**config.mk**
```make
export PLATFORM = sky130hd
export DESIGN_NAME = tinyqv_mem_serdes
export DESIGN_NICKNAME = d
export VERILOG_FILES = /design/src/rtl/tinyqv_mem_serdes.sv
export SDC_FILE = /design/constraint.sdc
export NUM_CORES = 1
export LEC_CHECK = 0
export ABC_CLOCK_PERIOD_IN_PS = 1700
export CAP_MARGIN = 20
export CORE_MARGIN = 2
export CORE_UTILIZATION = 42
export CTS_CLUSTER_SIZE = 20
export DETAILED_ROUTE_END_ITERATION = 12
export GPL_ROUTABILITY_DRIVEN = 0
export PLACE_DENSITY = 0.77
export SKIP_CTS_REPAIR_TIMING = 1
export SKIP_LAST_GASP = 1
export SYNTH_ARGS = -nofsm -noshare
export SYNTH_HDL_FRONTEND = slang
export SYNTH_SLANG_ARGS = --single-unit
```
**constraint.sdc**
```tcl
create_clock -name clk -period 1.7 [get_ports clk]
set_input_delay 0.17 -clock clk [delete_from_list [all_inputs] [get_ports clk]]
set_output_delay 0.17 -clock clk [all_outputs]
set_load 0.05 [all_outputs]
```
**src/rtl/tinyqv_mem_serdes.sv**
```systemverilog
// Nibble-serial to word-parallel bridge between the TinyQV core and a 32-bit load/store bus.
// Stores are collected one nibble per clk; loads are buffered and replayed aligned to the core counter.
module tinyqv_mem_serdes #(
  parameter int ADDR_BITS = 28
) (
  input  logic                 clk,
  input  logic                 rstn,
  input  logic [2:0]           counter,
  input  logic                 address_ready,
  input  logic [ADDR_BITS-1:0] addr_in,
  input  logic                 is_load,
  input  logic                 is_store,
  input  logic [2:0]           mem_op,
  input  logic [3:0]           store_nibble,
  output logic [3:0]           load_nibble,
  output logic                 load_data_ready,
  output logic [ADDR_BITS-1:0] bus_addr,
  output logic [1:0]           bus_size,
  output logic [31:0]          bus_wdata,
  output logic                 bus_read,
  output logic                 bus_write,
  input  logic                 bus_ack,
  input  logic [31:0]          bus_rdata,
  output logic                 busy
);

  typedef enum logic [2:0] {
    IDLE       = 3'd0,
    ST_COLLECT = 3'd1,
    ST_REQ     = 3'd2,
    LD_REQ     = 3'd3,
    LD_HOLD    = 3'd4,
    LD_STREAM  = 3'd5
  } state_t;

  state_t      state;
  logic [31:0] load_buf;
  logic        last_nibble;
  logic [4:0]  nibble_base;
  logic        unused_mem_op;

  assign last_nibble   = (counter == 3'd7);
  assign nibble_base   = {counter, 2'b00};
  assign unused_mem_op = mem_op[2];

  // Replay is combinational on counter so the core sees nibble N exactly at counter N.
  assign load_nibble = load_data_ready ? load_buf[nibble_base +: 4] : 4'd0;

  always_ff @(posedge clk or negedge rstn) begin
    if (!rstn) begin
      state           <= IDLE;
      bus_read        <= 1'b0;
      bus_write       <= 1'b0;
      busy            <= 1'b0;
      load_data_ready <= 1'b0;
      bus_addr        <= '0;
      bus_size        <= 2'b00;
      bus_wdata       <= 32'd0;
      load_buf        <= 32'd0;
    end else begin
      case (state)
        IDLE: begin
          if (address_ready && (is_load || is_store)) begin
            bus_addr <= addr_in;
            bus_size <= mem_op[1:0];
            busy     <= 1'b1;
            // A load takes priority when the core flags both classes.
            if (is_load) begin
              state    <= LD_REQ;
              bus_read <= 1'b1;
            end else begin
              state <= ST_COLLECT;
            end
          end
        end

        ST_COLLECT: begin
          bus_wdata[nibble_base +: 4] <= store_nibble;
          if (last_nibble) begin
            state     <= ST_REQ;
            bus_write <= 1'b1;
          end
        end

        ST_REQ: begin
          if (bus_ack) begin
            state     <= IDLE;
            bus_write <= 1'b0;
            busy      <= 1'b0;
          end
        end

        LD_REQ: begin
          if (bus_ack) begin
            load_buf <= bus_rdata;
            bus_read <= 1'b0;
            // An ack on counter 7 can stream straight away; otherwise wait for the next nibble 0.
            if (last_nibble) begin
              state           <= LD_STREAM;
              load_data_ready <= 1'b1;
            end else begin
              state <= LD_HOLD;
            end
          end
        end

        LD_HOLD: begin
          if (last_nibble) begin
            state           <= LD_STREAM;
            load_data_ready <= 1'b1;
          end
        end

        LD_STREAM: begin
          if (last_nibble) begin
            state           <= IDLE;
            load_data_ready <= 1'b0;
            busy            <= 1'b0;
          end
        end

        default: begin
          state           <= IDLE;
          bus_read        <= 1'b0;
          bus_write       <= 1'b0;
          busy            <= 1'b0;
          load_data_ready <= 1'b0;
        end
      endcase
    end
  end

endmodule
```
Yosys cells after proc, flatten, opt, wreduce, memory -nomap -nowiden --
Index checks and enable logic that the tools add are counted.
Storage, ports and cells: register bits 101, input port bits 76, output and inout port bits 70, logic and storage cells 67
Cells by class: $add $sub $neg 1, equality and inequality tests 13, shift-type cells 3, mux-type cells 23, bitwise gates (word level) 4, reduce and logical (&&, ||, !) cells 14
Operator list (number):
- bitwise mux 32 bit | 1
- variable shift 4 x 7 -> 32 bit (first input constant) | 1
- variable part select 32 x 6 -> 4 bit | 1
- variable part select 4 x 7 -> 32 bit | 1
- two-way mux 3 bit | 6
- one-hot mux 3 bit (6 select lines) | 1
- inequality test 2 bit (second input constant) | 7
- equality test 3 bit (second input constant) | 3
- two-way mux 1 bit | 9
- one-hot mux 1 bit (4 select lines) | 2
- AND reduction 4 bit | 2
- OR reduction 4 bit | 2
- negation 5 -> 7 bit | 1
- equality test 3 x 2 -> 1 bit (second input constant) | 2
- one-hot mux 1 bit (3 select lines) | 2
- AND reduction 3 bit | 2
- AND reduction 6 bit | 1
- OR reduction 3 bit | 2
- two-way mux 4 bit | 1
- NOT 1 bit | 4
- AND reduction 2 bit | 2
- equality test 3 x 1 -> 1 bit (second input constant) | 1
- logical NOT 3 bit | 1
- two-way mux 2 bit | 1
- other kinds (2) | 2

Longest topological paths before layout --
Gate-level depths: netlist of the first run.
depth in word-level cells 4, gate-level depth with buffers 8, depth with buffers taken out 6

Worst setup path before layout of the first run --
No wires, ideal clock.
kind in2reg, from input counter[1], to register bus_wdata[16], library setup time 0.125 ns, arrival time 1.843 ns, data required time 1.575 ns, setup slack -0.268 ns, stages 8, path buffers 2, path through buf_4 > buf_6 > inv_1 > ha_1 > ha_1 > o31a_1 > and4b_4 > mux2_4
Between the ends: word-level cells in the longest chain between the ends 3, elaborated cells between the ends (all ways) 4, classes of those cells add/sub: 1; shift: 2; mux: 1
Ends and longest elaborated chain:
- start, declared | RTL line 8 | input logic [2:0] counter,
- negation 5 -> 7 bit (*) | RTL line 78 | bus_wdata[nibble_base +: 4] <= store_nibble;
- variable part select 4 x 7 -> 32 bit or variable shift 4 x 7 -> 32 bit (tied branches) | RTL line 78
- bitwise mux 32 bit (*) | RTL line 78
- end signal, assigned by index | RTL line 78
- end, declared | RTL line 19 | output logic [31:0] bus_wdata,
Mark *: on every way between the ends. The rest lies on a longest branch, timed or not. A chain may end at the register's enable or synchronous reset.

Final worst setup path of the first run --
from register load_buf[4], to output load_nibble[0]
Between the ends: word-level cells in the longest chain between the ends 2
Ends and longest elaborated chain:
- start, declared | RTL line 37 | logic [31:0] load_buf;
- start signal, assigned | RTL line 95 | load_buf <= bus_rdata;
- variable part select 32 x 6 -> 4 bit | RTL line 47 | assign load_nibble = load_data_ready ? load_buf[nibble_base +: 4] : 4'd0;
- two-way mux 4 bit | RTL line 47
- end, declared | RTL line 15 | output logic [3:0] load_nibble,
No other way between the ends.

==> results of run 1 <==
synthesized netlist by cell type, types with 2 or more instances:
library cell  number  area share [%]
a21oi_1            2            0.22
and2_1            13             1.8
and4bb_2           2            0.56
buf_2              4            0.44
buf_4              5            0.83
buf_6              4             1.0
dfrtp_1          101              56
ha_1               6             1.7
inv_1              4            0.33
mux2_1            47              12
mux2_2            51              13
mux2_4             4             1.3
mux4_2             4             2.0
nand2_1            5            0.42
nand2b_1           5            0.69
nand3_1            3            0.33
nand3b_1           2            0.33
nor2_1             5            0.42
nor3_2             2            0.44
nor3b_1            2            0.33
o21ai_0            5            0.56
o22ai_1            6            0.83
report_power, final:
part	leakage, nW	switching, mW	internal, mW	total (mW)
clock network	0.128	0.859	1.04	1.89
registers	1.25	0.611	3.45	4.06
logic	2.21	3.72	2.70	6.43
total	3.59	5.19	7.19	12.4
worst max-delay path, stage by stage, from the launching register on:
cell and delay [ps]:
dfrtp_1 400, mux4_2 470, o22ai_2 190, nor2_2 70, buf_6 160
cells by family (layout without fill, tap and decap cells):
kind of cell	count (synthesis)	in the layout
muxes	106	106
DFF	101	101
adders and majority gates	6	6
AOI/OAI and AO/OA	23	23
buffers and inverters	17	203
and+or+nand+nor	49	49
state kept, by name (all words and copies together) (netlist names):
register / count
busy: 1
bus_addr: 28
load_buf: 32
bus_write: 1
bus_wdata: 32
bus_read: 1
bus_size: 2
state: 3
load_data_ready: 1
cells in the final DEF (no fill, tap or decap), types with 2 or more instances in the layout:
master            n
a21oi_1           2
and2_1           13
and4bb_2          2
buf_12            4
buf_4            47
buf_6             8
bufinv_16         3
clkbuf_8         10
clkdlybuf4s50_1  70
dfrtp_1          99
dfrtp_2           2
dlymetal6s2s_1   50
ha_1              4
ha_4              2
inv_1             2
inv_6             3
mux2_1           40
mux2_2           51
mux2_4           11
mux4_2            4
nand2_1           5
nand2b_1          4
nand3_1           2
nand3b_1          2
nor2_1            4
nor3b_2           2
nor4b_4           2
o21ai_0           4
o22ai_1           4
o22ai_2           2
final timing paths:
| check | slack [ps] | cells after the start | to |
|---|---|---|---|
| max reg2reg | 20 | 5 | bus_addr[25] |
| max | -100 | 4 | load_nibble[0] |
| min | 280 | 2 | load_buf[25] |
| min reg2reg | 490 | 1 | bus_addr[2] |
| max in group asynchronous | 720 | 3 | bus_wdata[30] |
| min in group clk | 410 | 2 | load_buf[17] |
layer usage:
metal / GRT usage (%) / part of all wire (%) / up-vias
met2: 33.11 / 50 / 100
met4: 4.670 / 0.77 / 0
li1: - / - / 1451
met1: 24.51 / 42 / 1595
met5: 0 / 0 / -
met3: 5.085 / 6.9 / 8
final cells by class:
type,instances,area [sq um],share of cell area (%)
clock buffers,10,137.6,2.014
clock inverters,6,116.4,1.703
inverters,4,17.52,0.2564
multi-input cells,184,1957,28.64
flip-flops and latches,101,2530,37.03
well taps,136,170.2,2.490
repair buffers,183,1904,27.87
==> results.txt, run 1 <==
DP HPWL = 8.130 mm
Xor and xnor fraction of the mapped netlist area = 0%
Primary FF master, synth = dfrtp_1
Final-report hold violation count = 0
WL/cell = 17.99 microns
Compound-Gate Fraction of Synth Area = 3.691%
Total grt overflow = 0
Final core utilization = 65.89%
Worst r2r src = state[0]
Placed Cells = 599
Post-placement cell area = 6260 sq um
Height of the die = 107.6 microns
Fin nets = 565
P per Cell Area = 1812 nW/um^2
Startpoint type of the worst setup path = flop
Post-synthesis simple-gate area fraction = 8.160%
Fin crit share = 105.9%
Final Critical Period = 1801 ps
Number of max-cap violations = 0
Post-synth EDFFs = 0
Setup TNS Final = -296.8 ps
Overall Global Routing Usage = 19.34%
Failing checks = negative setup slack
Clock Pin Slew Worst Setup and Hold Paths = 100 ps
Clock insertion delay at the later pin of the skew report = 350 ps
Post-synthesis sequential area ratio = 56.06%
Die span in x = 107.6 microns
Mux contribution to synthesized area = 27.81%
I/O Buffers = 144
Layout cells sized above 1 = 34.63%
Total number of vias = 3154
Crit Path Max Fanout = 2
CTS Root Cell = clkbuf_8
Yosys reg bits = 101
Initial Util = 43.47%
RSZ-0062 raised after global routing = true
Row count = 37
Maximum VDD drop = 0.001194 V
Clock Skew = 10.63 ps
First-iteration detailed-routing DRC count = 79
Largest net degree at the start of global routing = 36
CTS buffer count = 9
Crit path launch = load_buf[4]
Number of global-route vias before repair = 3561
Ant diodes = 0
Worst-Margin Slew = 525.1 ps
Die area = 11580 sq um
Final Cell Area = 6833 sq um
Final wirelength = 11.22 mm
Pre-CTS setup slack = -516.6 ps
Adder-Cell Fraction of Synth Area = 1.665%
Detail Route Antenna Nets = 0
Post-Synthesis Cells = 302
Slew Viols, Final = 0
Via density = 5.054
Critical path arrival = 1630 ps
Largest family of logic cells by synthesized area = multiplexers
Outcome = finished, violations left
H-tree levels = 3
Tot Pwr = 12.38 mW
Distinct cells, synth = 42
CTS sink count = 101
Ports = 146
Non-Filler Instances = 624
Peak Freq = 0.5553 GHz
Rel. slew slack = 64.94%
Fin Hold WS = 279.9 ps
Hold Path Class = in2async
Clk buf depth = 2
First-pass GRT wire length = 17.53 mm
CP Data Required Time = 1530 ps
Setup-failing EPs final = 4
Leak = 3.595 nW
Worst setup slack after layout = -100.8 ps
DR DRC count = 0
Syn nets = 384
Initial antenna violation count = 0
Crit Path Class = reg2out
Mean Syn Cell Area = 14.93 sq um
Synthesis Warnings = 0
Post-synthesis async set-or-reset flop share = 100.0%
Number of fill cells = 782
TritonCTS clock tree = built
Core Area = 10370 sq um
First-pass detailed-route iteration total = 4
Mapped Area = 4508 sq um
Area growth, synth to finish = 51.57%
CP endpoint kind = output pin
No activity file was read; power rests on OpenSTA's default activity.
==> run 2, diff against run 1 <==
--- a/config.mk
+++ b/config.mk
@@ -14,7 +14,6 @@
 export GPL_ROUTABILITY_DRIVEN = 0
 export PLACE_DENSITY = 0.77
 export SKIP_CTS_REPAIR_TIMING = 1
-export SKIP_LAST_GASP = 1
 export SYNTH_ARGS = -nofsm -noshare
 export SYNTH_HDL_FRONTEND = slang
 export SYNTH_SLANG_ARGS = --single-unit
==> run 2 against run 1 <==
Net effect:
- the flow still finishes with violations (negative setup slack)
- hold slack better by 1.1 ps
- power is 1.5% higher
- fmax hardly changed
- utilization is 0.47 points higher
- routed wire length is 1.1% higher
- critical path depth stayed put
- via count is 0.16% higher
- non-clock buffer count stayed put
- setup slack hardly changed
- cell count stayed put
- register-to-register slack better by 30 ps
- die area stayed put
==> results.txt, run 2 (same netlist as run 1, synthesis figures left out) <==
Startpoint type of the worst setup path = flop
Fin crit share = 105.9%
WL/cell = 18.19 microns
CP endpoint kind = output pin
TritonCTS clock tree = built
Total number of vias = 3159
Clock Pin Slew Worst Setup and Hold Paths = 100 ps
P per Cell Area = 1827 nW/um^2
First-iteration detailed-routing DRC count = 81
Failing checks = negative setup slack
Hold Path Class = in2async
Row count = 37
Leak = 3.633 nW
Layout cells sized above 1 = 36.89%
Die span in x = 107.6 microns
H-tree levels = 3
CTS sink count = 101
CTS Root Cell = clkbuf_8
Ports = 146
Core Area = 10370 sq um
CP Data Required Time = 1530 ps
Final Critical Period = 1801 ps
CTS buffer count = 9
Number of max-cap violations = 0
RSZ-0062 raised after global routing = true
Initial Util = 43.47%
Regs by FF count = bus_wdata (32), load_buf (32), bus_addr (28)
Fin nets = 565
Number of global-route vias before repair = 3561
Rel. slew slack = 64.78%
Register-to-Register Setup Slack = 50 ps
Top Usage Layer GRT = met2
First-pass detailed-route iteration total = 4
Total grt overflow = 0
Outcome = finished, violations left
Worst-Margin Slew = 527.4 ps
Area growth, synth to finish = 52.65%
Clk buf depth = 2
Initial antenna violation count = 0
Tot Pwr = 12.57 mW
Grt met1 use = 24.51%
Worst setup slack after layout = -100.6 ps
Global routing usage on met3 = 5.085%
Height of the die = 107.6 microns
Overall Global Routing Usage = 19.34%
Most common cell after layout, fill and taps aside = dfrtp_1
Maximum VDD drop = 0.001282 V
Clock insertion delay at the later pin of the skew report = 350 ps
Final core utilization = 66.36%
Final-report hold violation count = 0
Most frequent cells in the layout = 99 x dfrtp_1, 70 x clkdlybuf4s50_1, 50 x mux2_2, 50 x dlymetal6s2s_1, 46 x buf_4
I/O Buffers = 144
Via density = 5.063
Crit Path Max Fanout = 2
Slew Viols, Final = 0
Crit Path Class = reg2out
Final wirelength = 11.35 mm
DP HPWL = 8.130 mm
Clock Skew = 12.87 ps
Die area = 11580 sq um
Ant diodes = 0
First-pass GRT wire length = 17.53 mm
Setup-failing EPs final = 4
Grt met2 use = 33.11%
Detail Route Antenna Nets = 0
Critical path arrival = 1630 ps
DR DRC count = 0
Peak Freq = 0.5554 GHz
Largest net degree at the start of global routing = 36
==> run 2: cell count changes in the layout (fill, tap and decap cells not counted) <==
cell | before | now
mux2_2 | 51 | 50
mux2_1 | 40 | 29
buf_6 | 8 | 9
buf_4 | 47 | 46
mux2_4 | 11 | 23
==> run 2: power breakdown <==
part	leakage (nW)	switching [mW]	total [mW]	internal, mW
combinational	2.25	3.75	6.59	2.84
sequential	1.25	0.627	4.08	3.45
clock	0.128	0.864	1.90	1.04
==> run 2: worst max-delay path: stages, from the launching register on <==
cell and delay (ps):
dfrtp_1 400, mux4_2 470, o22ai_2 190, nor2_2 70, buf_6 160
==> run 2: per-stage QoR <==
step	cell area, sq um	worst slack (ps)	setup TNS [ps]	hold slack (ps)	instances
floorplan	4552	-56.48	-225.9	-125.6	302
global placement	6260	-475.1	-16250	127.2	599
detailed placement	6260	-516.6	-17770	131.3	599
CTS	6514	-459.0	-5305	-261.2	615
global route	6882	-160.0	-586.4	287.9	624
finish	6882	-100.6	-295.1	281.0	624
==> run 2: path summary, 6_finish.rpt <==
check | cells after the start | from | end
worst max-delay path | 4 | load_buf[4] | load_nibble[0]
worst min-delay path | 2 | rstn | load_buf[25]
worst max register to register | 5 | state[0] | bus_size[0]
worst min register to register | 1 | bus_wdata[25] | bus_wdata[25]
max in group asynchronous | 3 | rstn | bus_wdata[30]
min in group clk | 2 | bus_rdata[17] | load_buf[17]
==> run 2: area by class of cell <==
cell class / count / area [sq um]
repair buffers: 183 / 1908
well taps: 136 / 170.2
fillers: 767 / 3488
clock inverters: 6 / 116.4
multi-input cells: 184 / 2002
flip-flops and latches: 101 / 2530
inverters: 4 / 17.52
clock buffers: 10 / 137.6
==> run 2: metal layers <==
layer	share of wire, %	wire length (microns)	vias to the layer above
li1	-	-	1451
met1	43	4898	1601
met2	50	5621	99
met3	6.6	749	8
met4	0.70	80	0
met5	0	0	-
==> run 3, diff against run 2 <==
--- a/config.mk
+++ b/config.mk
@@ -8,11 +8,10 @@
 export ABC_CLOCK_PERIOD_IN_PS = 1700
 export CAP_MARGIN = 20
 export CORE_MARGIN = 2
-export CORE_UTILIZATION = 42
+export CORE_UTILIZATION = 33
 export CTS_CLUSTER_SIZE = 20
 export DETAILED_ROUTE_END_ITERATION = 12
 export GPL_ROUTABILITY_DRIVEN = 0
-export PLACE_DENSITY = 0.77
 export SKIP_CTS_REPAIR_TIMING = 1
 export SYNTH_ARGS = -nofsm -noshare
 export SYNTH_HDL_FRONTEND = slang
==> run 3 against run 2 <==
Net effect:
- the run still ends with negative setup slack left
- hold slack gained 65 ps
- first-iteration DRC count up 12%
- cell count increased by 4.8%
- sequential share of layout area grew 0.33 points
- combinational power is 7.0% lower
- critical path depth stayed put
- clock power is 26% higher
- via count shrank 2.0%
- routed wire length decreased by 2.5%
- non-clock buffer count down 10
- clock-buffer cell count increased by 1
- die area grew 26%
==> results.txt, run 3 (same netlist as run 1, synthesis figures left out) <==
Outcome = finished, violations left
Failing checks = negative setup slack
Height of the die = 120.9 microns
Number of max-cap violations = 0
Peak Freq = 0.5611 GHz
Number of fill cells = 1163
CTS sink count = 101
Startpoint type of the worst setup path = flop
Fin nets = 555
Register-to-Register Setup Slack = 100 ps
First-pass GRT wire length = 17.93 mm
Die area = 14610 sq um
Rel. slew slack = 64.90%
Via density = 4.734
Leak = 3.488 nW
Core Area = 13300 sq um
Detail Route Antenna Nets = 0
Overall Global Routing Usage = 16.02%
First-pass detailed-route iteration total = 4
Largest stage delay, worst path = 480 ps
Clock insertion delay at the later pin of the skew report = 350 ps
Tot Pwr = 12.58 mW
Slew Viols, Final = 0
DR DRC count = 0
Fin Hold WS = 346.0 ps
Setup-failing EPs final = 4
Number of global-route vias before repair = 3437
Worst path slowest cell = mux4_2
Final wirelength = 11.06 mm
Non-Filler Instances = 654
Layout cells sized above 1 = 33.47%
Final core utilization = 51.28%
Final Cell Area = 6818 sq um
Worst setup slack after layout = -82.24 ps
Total grt overflow = 0
Crit Path Max Fanout = 2
Setup TNS Final = -254.6 ps
CTS Root Cell = clkbuf_16
Initial Util = 33.91%
WL/cell = 16.92 microns
First-iteration detailed-routing DRC count = 91
Clk buf depth = 2
Post-placement cell area = 6270 sq um
Placed Cells = 637
Clock Skew = 7.938 ps
Initial antenna violation count = 0
Clock Pin Slew Worst Setup and Hold Paths = 70 ps
Most frequent cells in the layout = 100 x dfrtp_1, 71 x clkdlybuf4s50_1, 51 x mux2_2
DP HPWL = 8.256 mm
Area growth, synth to finish = 51.24%
Crit path buf inv count = 1
Critical path arrival = 1610 ps
Maximum VDD drop = 0.001014 V
Worst-Margin Slew = 525.6 ps
Cell family with most CP delay = multiplexers
P per Cell Area = 1846 nW/um^2
Total number of vias = 3096
Most common cell after layout, fill and taps aside = dfrtp_1
TritonCTS clock tree = built
CTS buffer count = 9
Hold Path Class = in2async
Largest net degree at the start of global routing = 42
FF-to-FF End = load_buf[17]
Crit Path Class = reg2out
Ports = 146
CP endpoint kind = output pin
Regs by FF count = bus_wdata (32), load_buf (32), bus_addr (28)
H-tree levels = 3
I/O Buffers = 144
Ant diodes = 0
Worst r2r src = state[0]
Register-to-Register Path Depth = 5
RSZ-0062 raised after global routing = true
Final Critical Period = 1782 ps
Final-report hold violation count = 0
Fin crit share = 104.8%
Die span in x = 120.9 microns
Pre-CTS setup slack = -465.5 ps
Row count = 42
CP Data Required Time = 1530 ps
Cell breakdown of the critical path = mux4_2 -> o22ai_2 -> nor2_2 -> buf_6
[run 3: cell types whose count changed in the layout (fill, tap and decap cells not counted), moves of 3 or more]
cell and change:
buf_6 -4, clkbuf_16 +8, clkbuf_8 -9, dlymetal6s2s_1 -6, mux2_1 +18, mux2_4 -19, o21ai_0 -3, o21ai_2 +4
[run 3: per-layer routing]
metal	wire length, microns	vias to the layer above	share of wire, %	track usage (%)
li1	-	1438	-	-
met3	822	12	7.4	6.908
met4	162	0	1.5	4.724
met1	4718	1553	43	20.21
met2	5359	93	48	24.96
met5	0	-	0	0
[run 3: tightest hold or removal path, stage by stage]
cell and delay (ps):
dlygate4sd3_1 530, buf_4 140, buf_12 230
[run 3: where the power goes]
part	switching [mW]	internal, mW	total, mW	leakage [nW]
combinational	3.68	2.46	6.13	2.07
clock	0.909	1.48	2.39	0.166
sequential	0.599	3.46	4.06	1.25
[run 3: worst max path at each step]
stage,start,end,depth (start not counted)
after floorplan,counter[1],bus_wdata[16],8
after global placement,counter[1],bus_wdata[14],8
after detailed placement,counter[1],bus_wdata[10],8
after CTS,counter[1],load_nibble[3],6
after global routing,load_buf[31],load_nibble[3],4
final,load_buf[31],load_nibble[3],4
[run 3: area by class of cell]
class	instances	area [sq um]	share of cell area [%]
clock buffer	11	242.7	3.560
clock inverter	5	106.4	1.560
inverter	4	17.52	0.2569
multi-input combinational	184	1939	28.45
sequential	101	2529	37.09
tap	176	220.2	3.230
timing repair buffer	173	1763	25.86
==> RTL change 1: new RTL, config.mk and constraints of run 2 <==
Change the parameter `ADDR_BITS` from 28 to 56.
--- a/src/rtl/tinyqv_mem_serdes.sv
+++ b/src/rtl/tinyqv_mem_serdes.sv
@@ -2,5 +2,5 @@
 // Stores are collected one nibble per clk; loads are buffered and replayed aligned to the core counter.
 module tinyqv_mem_serdes #(
-  parameter int ADDR_BITS = 28
+  parameter int ADDR_BITS = 56
 ) (
   input  logic                 clk,
Interface: changed (resized addr_in and bus_addr); port bits go from 146 to 202. No check against the original RTL was run, so the function may have changed too.
==> RTL change 1 against run 2 <==
- the flow still finishes with violations (negative setup slack)
- routed wire length rose by 24%
- clock power rose by 85%
- sequential cell count rose by 28
- cell count rose by 25%
- synthesized area rose by 23%
- register-to-register slack barely moved
- worst hold slack got worse by 62 ps
- power rose by 43%
- global-route usage rose by 0.76 points
- final area rose by 29%
- sequential power rose by 28%
- setup slack improved by 54 ps
- highest routed layer unchanged
==> RTL change 1: results (changes against run 2) <==
[clock_tree]
clk_path_buf_depth = 2  ; unchanged
clkTransAtPathRegs_ps = 60  ; was 100 ps
htree_levels = 4  ; was 3
clock_latency_ps = 410  ; was 350 ps
numCtsBuffers = 17  ; was 9
cts-root-buf = clkbuf_16  ; was clkbuf_8

[synthesis]
synth_commonest_cells = dfrtp_1, mux2_2, mux2_4, and3_1, nand2_1  ; was dfrtp_1, mux2_2, mux2_1, and2_1
syn_avg_cell_area_um2 = 14.8  ; was 14.9 um2
syn_nets = 482  ; was 384
synth_top_family_by_area = multiplexers  ; unchanged
synth_compound_area_frac = 0.0265  ; was 0.0369
ys_top_cells_by_area = dfrtp_1, mux2_2, mux2_4  ; was dfrtp_1, mux2_2, mux2_1
synth_seq_area_share = 0.585  ; was 0.561
synthMuxAreaShare = 0.294  ; was 0.278
synthXorXnorAreaFrac = 0  ; unchanged
yosys.cell_types.count = 37  ; was 42
synth_fa_ha_area_frac = 0.0136  ; was 0.0167
synth-async-reset-ratio = 1.00  ; unchanged

[placed_design]
io_buffers = 200  ; was 144
place_inst = 747  ; was 599
hpwlAfterDp_mm = 10.1  ; was 8.13 mm
post_dp_cell_area_mm2 = 0.00797  ; was 0.00626 mm2
pre_cts_slack_ps = -657  ; was -517 ps

[timing]
holdWs_ps = 219  ; was 281 ps
finalSetupViolations = 4  ; unchanged
fin_ws_ps = -46.4  ; was -101 ps
clock_skew_ps = 6.05  ; was 12.9 ps
tightest_slew_ps = 540  ; was 527 ps
tns_ps = -144  ; was -295 ps

[global_routing]
track_usage = 0.201  ; was 0.193
grt_pass1_vias = 4240  ; was 3561
grt_first_pass_wirelength_mm = 22.0  ; was 17.5 mm
grt_start_max_net_pins = 59  ; was 36

[cells_and_area]
final_cell_count_no_fill = 778  ; was 624
nFillCells = 920  ; was 767
antennaDiodeCount = 0  ; unchanged
top_regs = bus_addr x56, bus_wdata x32, load_buf x32  ; was bus_wdata x32, load_buf x32, bus_addr x28
final_layout_size_suffix_gt1_frac = 0.383  ; was 0.369
nets = 707  ; was 565

[power]
vdd_drop_max_uv = 1150  ; was 1280 uV
leakage_nw = 4.81  ; was 3.63 nW

[drt]
dr_total_vias = 3906  ; was 3159
drt-initial-drc-count = 165  ; was 81
wl_mm = 14.1  ; was 11.4 mm

[run_status]
violations = negative setup slack  ; unchanged
outcome = finished with violations  ; unchanged

[critical_path]
rrSetupSlack_ps = 50  ; about the same
r2r_cells = 3  ; was 5
cp.arrival_ps = 1580  ; was 1630 ps
crit_path_max_incr_delay_ps = 480
cp_slowest_cell = mux4_2  ; unchanged

## RTL change 1: area by class of cell
type | count | area, um2 | share of cell area
Sequential cell | 129 | 3230 | 0.364
Clock inverter | 6 | 82.6 | 0.00932
Multi-Input combinational cell | 208 | 2330 | 0.263
Clock buffer | 22 | 484 | 0.0547
Timing Repair Buffer | 229 | 2460 | 0.278
Tap cell | 172 | 215 | 0.0243
Inverter | 12 | 55.1 | 0.00621
## RTL change 1: per-layer routing
| layer | global-route usage | wire length (um) | vias up |
|---|---|---|---|
| li1 | - | - | 1784 |
| met1 | 0.239 | 5690 | 1966 |
| met2 | 0.335 | 7290 | 139 |
| met3 | 0.0738 | 943 | 17 |
| met4 | 0.0699 | 182 | 0 |
| met5 | 0 | 0 | - |
## RTL change 1: final timing paths
check | startpoint | to
hold / removal | rstn | bus_wdata[31]
setup reg to reg | state[0] | bus_addr[35]
setup / recovery | load_buf[28] | load_nibble[0]
min in group clk | addr_in[6] | bus_addr[6]
hold reg to reg | bus_addr[27] | bus_addr[27]
max in group asynchronous | rstn | bus_addr[0]
## RTL change 1: report_power, final
| group | leakage [nW] | total [mW] | switching [mW] | internal [mW] |
|---|---|---|---|---|
| Combinational | 2.95 | 9.28 | 5.44 | 3.84 |
| Clock | 0.280 | 3.51 | 1.24 | 2.27 |
| Sequential | 1.58 | 5.22 | 0.734 | 4.49 |
| Total | 4.81 | 18.0 | 7.41 | 10.6 |
## RTL change 1: worst max-delay path: cells and delay by family, from the launching register on
| family | cells | cell delay (ps) |
|---|---|---|
| simple gates | 1 | 90 |
| compound gates | 1 | 60 |
| flops | 1 | 380 |
| buf+inv | 1 | 150 |
| mux | 1 | 480 |
==> RTL change 2: new RTL, settings of run 2 <==
Made on the original files. The 6 states of `state_t` get a one-hot encoding in 6 bits.
--- a/src/rtl/tinyqv_mem_serdes.sv
+++ b/src/rtl/tinyqv_mem_serdes.sv
@@ -25,11 +25,11 @@
 );
 
-  typedef enum logic [2:0] {
-    IDLE       = 3'd0,
-    ST_COLLECT = 3'd1,
-    ST_REQ     = 3'd2,
-    LD_REQ     = 3'd3,
-    LD_HOLD    = 3'd4,
-    LD_STREAM  = 3'd5
+  typedef enum logic [5:0] {
+    IDLE       = 6'b000001,
+    ST_COLLECT = 6'b000010,
+    ST_REQ     = 6'b000100,
+    LD_REQ     = 6'b001000,
+    LD_HOLD    = 6'b010000,
+    LD_STREAM  = 6'b100000
   } state_t;
 
Formal check against the unedited RTL: no difference found for any inputs over 4 cycles, from zero or initial values and one cycle with rstn low; so few cycles prove little.
==> RTL change 2 against run 2 <==
- the flow still finishes with violations (negative setup slack)
- highest routed layer unchanged
- sequential cell count increased by 3
- cell count increased by 12%
- synthesized area increased by 6.0%
- routed wire length increased by 12%
- power decreased by 0.55%
- synthesized cell count increased by 18%
- setup slack got worse by 190 ps
- final area increased by 11%
- worst hold slack improved by 19 ps
- largest power group unchanged
- critical path depth increased by 2
- via count increased by 19%
- register-to-register slack got worse by 340 ps
==> RTL change 2: results (changes against run 2) <==
[run_status]
outcome = finished with violations  ; unchanged
violations = negative setup slack  ; unchanged

[synthesis]
ys_top_cells_by_area = dfrtp_1, mux2_2, mux4_2  ; was dfrtp_1, mux2_2, mux2_1
yosys_warnings = 0  ; unchanged
synth_top_flop_cell = dfrtp_1  ; unchanged
syn_nets = 438  ; was 384
synth_commonest_cells = dfrtp_1, mux2_2, nand2_1, a21bo_2, nand4_1  ; was dfrtp_1, mux2_2, mux2_1, and2_1
synth-async-reset-ratio = 1.00  ; unchanged
yosys.cell_types.count = 49  ; was 42
synth_seq_area_share = 0.545  ; was 0.561

[cells_and_area]
nFillCells = 786  ; was 767
antennaDiodeCount = 0  ; unchanged
nets = 638  ; was 565
top_regs = bus_wdata x32, load_buf x32, bus_addr x28  ; unchanged
final_layout_size_suffix_gt1_frac = 0.430  ; was 0.369
multiInputGateArea_mm2 = 0.00228  ; was 0.00200 mm2

[global_routing]
grt_start_max_net_pins = 44  ; was 36
antenna_found_initial = 0  ; unchanged
grt_first_pass_wirelength_mm = 19.2  ; was 17.5 mm
track_usage = 0.195  ; was 0.193

[critical_path]
crit_path_max_incr_delay_ps = 590  ; was 470 ps
worst-setup-path-type = flip-flop to flip-flop  ; was flip-flop to output port
cp_slowest_cell = or4_4  ; was mux4_2
rrSetupSlack_ps = -290  ; was 50 ps
cp.arrival_ps = 2230  ; was 1630 ps
r2r_start = state[2]  ; was state[0]
crit_path_max_fanout = 4  ; was 2
cp_top_family = simple AND/OR/NAND/NOR gates  ; was multiplexers

[drt]
drt-initial-drc-count = 147  ; was 81
drt_pre_antenna_iters = 4  ; unchanged
route.detailed.drc = 0  ; unchanged
avgRoutedWirePerCell_um = 18.2  ; about the same
dr_total_vias = 3753  ; was 3159

[timing]
fin_ws_ps = -293  ; was -101 ps
clock_skew_ps = 7.55  ; was 12.9 ps
hold_viol_final = 0  ; unchanged
finalSetupViolations = 72  ; was 4
tightest_slew_ps = 567  ; was 527 ps
holdWs_ps = 300  ; was 281 ps

[power]
vdd_drop_max_uv = 1230  ; was 1280 uV
leakage_nw = 4.13  ; was 3.63 nW

[placed_design]
pre_cts_slack_ps = -598  ; was -517 ps
io_buffers = 144  ; unchanged
hpwlAfterDp_mm = 8.80  ; was 8.13 mm

[clock_tree]
cts-root-buf = clkbuf_16  ; was clkbuf_8
clk_path_buf_depth = 2  ; unchanged
numCtsBuffers = 9  ; unchanged
clock_latency_ps = 350  ; about the same
htree_levels = 3  ; unchanged
clkTransAtPathRegs_ps = 60  ; was 100 ps

[min_path]
hp-class = input pin to async pin  ; unchanged

[RTL change 2: changes by cell type in the layout (fill, tap and decap cells not counted), moves of 11 or more]
cell,before,now
a21bo_2,0,12
mux2_4,23,6
mux2_1,29,1
nand4_1,0,12
mux2_2,50,72
clkbuf_16,1,12
buf_4,46,57
and2_1,13,1
[RTL change 2: layout make-up]
cell class / count / area share
multi-input combinational: 226 / 0.300
clock buffer: 9 / 0.0296
sequential: 104 / 0.342
tap: 140 / 0.0230
inverter: 5 / 0.00247
clock inverter: 7 / 0.0104
timing repair buffer: 210 / 0.293
[RTL change 2: layer usage]
metal / part of all wire / GRT usage / vias up
met3: 0.058 / 0.0503 / 18
li1: - / - / 1722
met5: 0 / 0 / -
met1: 0.39 / 0.233 / 1895
met2: 0.53 / 0.331 / 118
met4: 0.021 / 0.0858 / 0
[RTL change 2: path summary, 6_finish.rpt]
| check | depth (start not counted) | end |
|---|---|---|
| worst max register to register | 6 | bus_wdata[7] |
| max in group asynchronous | 3 | state[0] |
| min in group clk | 2 | load_buf[24] |
| worst min register to register | 1 | bus_wdata[10] |
| worst min-delay path | 2 | bus_wdata[3] |
| worst max-delay path | 6 | bus_wdata[7] |
[RTL change 2: stage by stage]
step / area, um2 / TNS [ps] / cells / utilization
after CTS: 7010 / -16480 / 678 / 0.638
after global placement: 6700 / -23880 / 662 / 0.610
final: 7610 / -11790 / 701 / 0.693
after global routing: 7610 / -17860 / 701 / 0.693
after floorplan: 4870 / -9800 / 356 / -
after detailed placement: 6700 / -25070 / 662 / 0.610
[RTL change 2: power by group]
| group | switching [mW] | internal, mW | leakage (nW) |
|---|---|---|---|
| combinational | 3.53 | 3.00 | 2.64 |
| sequential | 0.478 | 3.38 | 1.34 |
| clock | 0.945 | 1.16 | 0.150 |
[RTL change 2: logic make-up (layout without fill, tap and decap cells)]
group / count (synthesis) / count (layout) / synth area share
flip-flops: 104 / 104 / 0.545
multiplexers: 87 / 87 / 0.227
AND/OR/NAND/NOR: 85 / 85 / 0.107
AO/OA/AOI/OAI: 46 / 46 / 0.0759
buffers and inverters: 26 / 231 / 0.0257
adder cells (fa/ha/maj): 6 / 6 / 0.0157
XOR/XNOR: 2 / 2 / 0.00367
[RTL change 2: worst reg2reg max path, stage by stage (launching register included)]
cell	delay (ps)
dfrtp_1	400
or4_4	590
nor4b_4	260
buf_4	160
buf_6	130
nand2_4	70
mux2_2	280
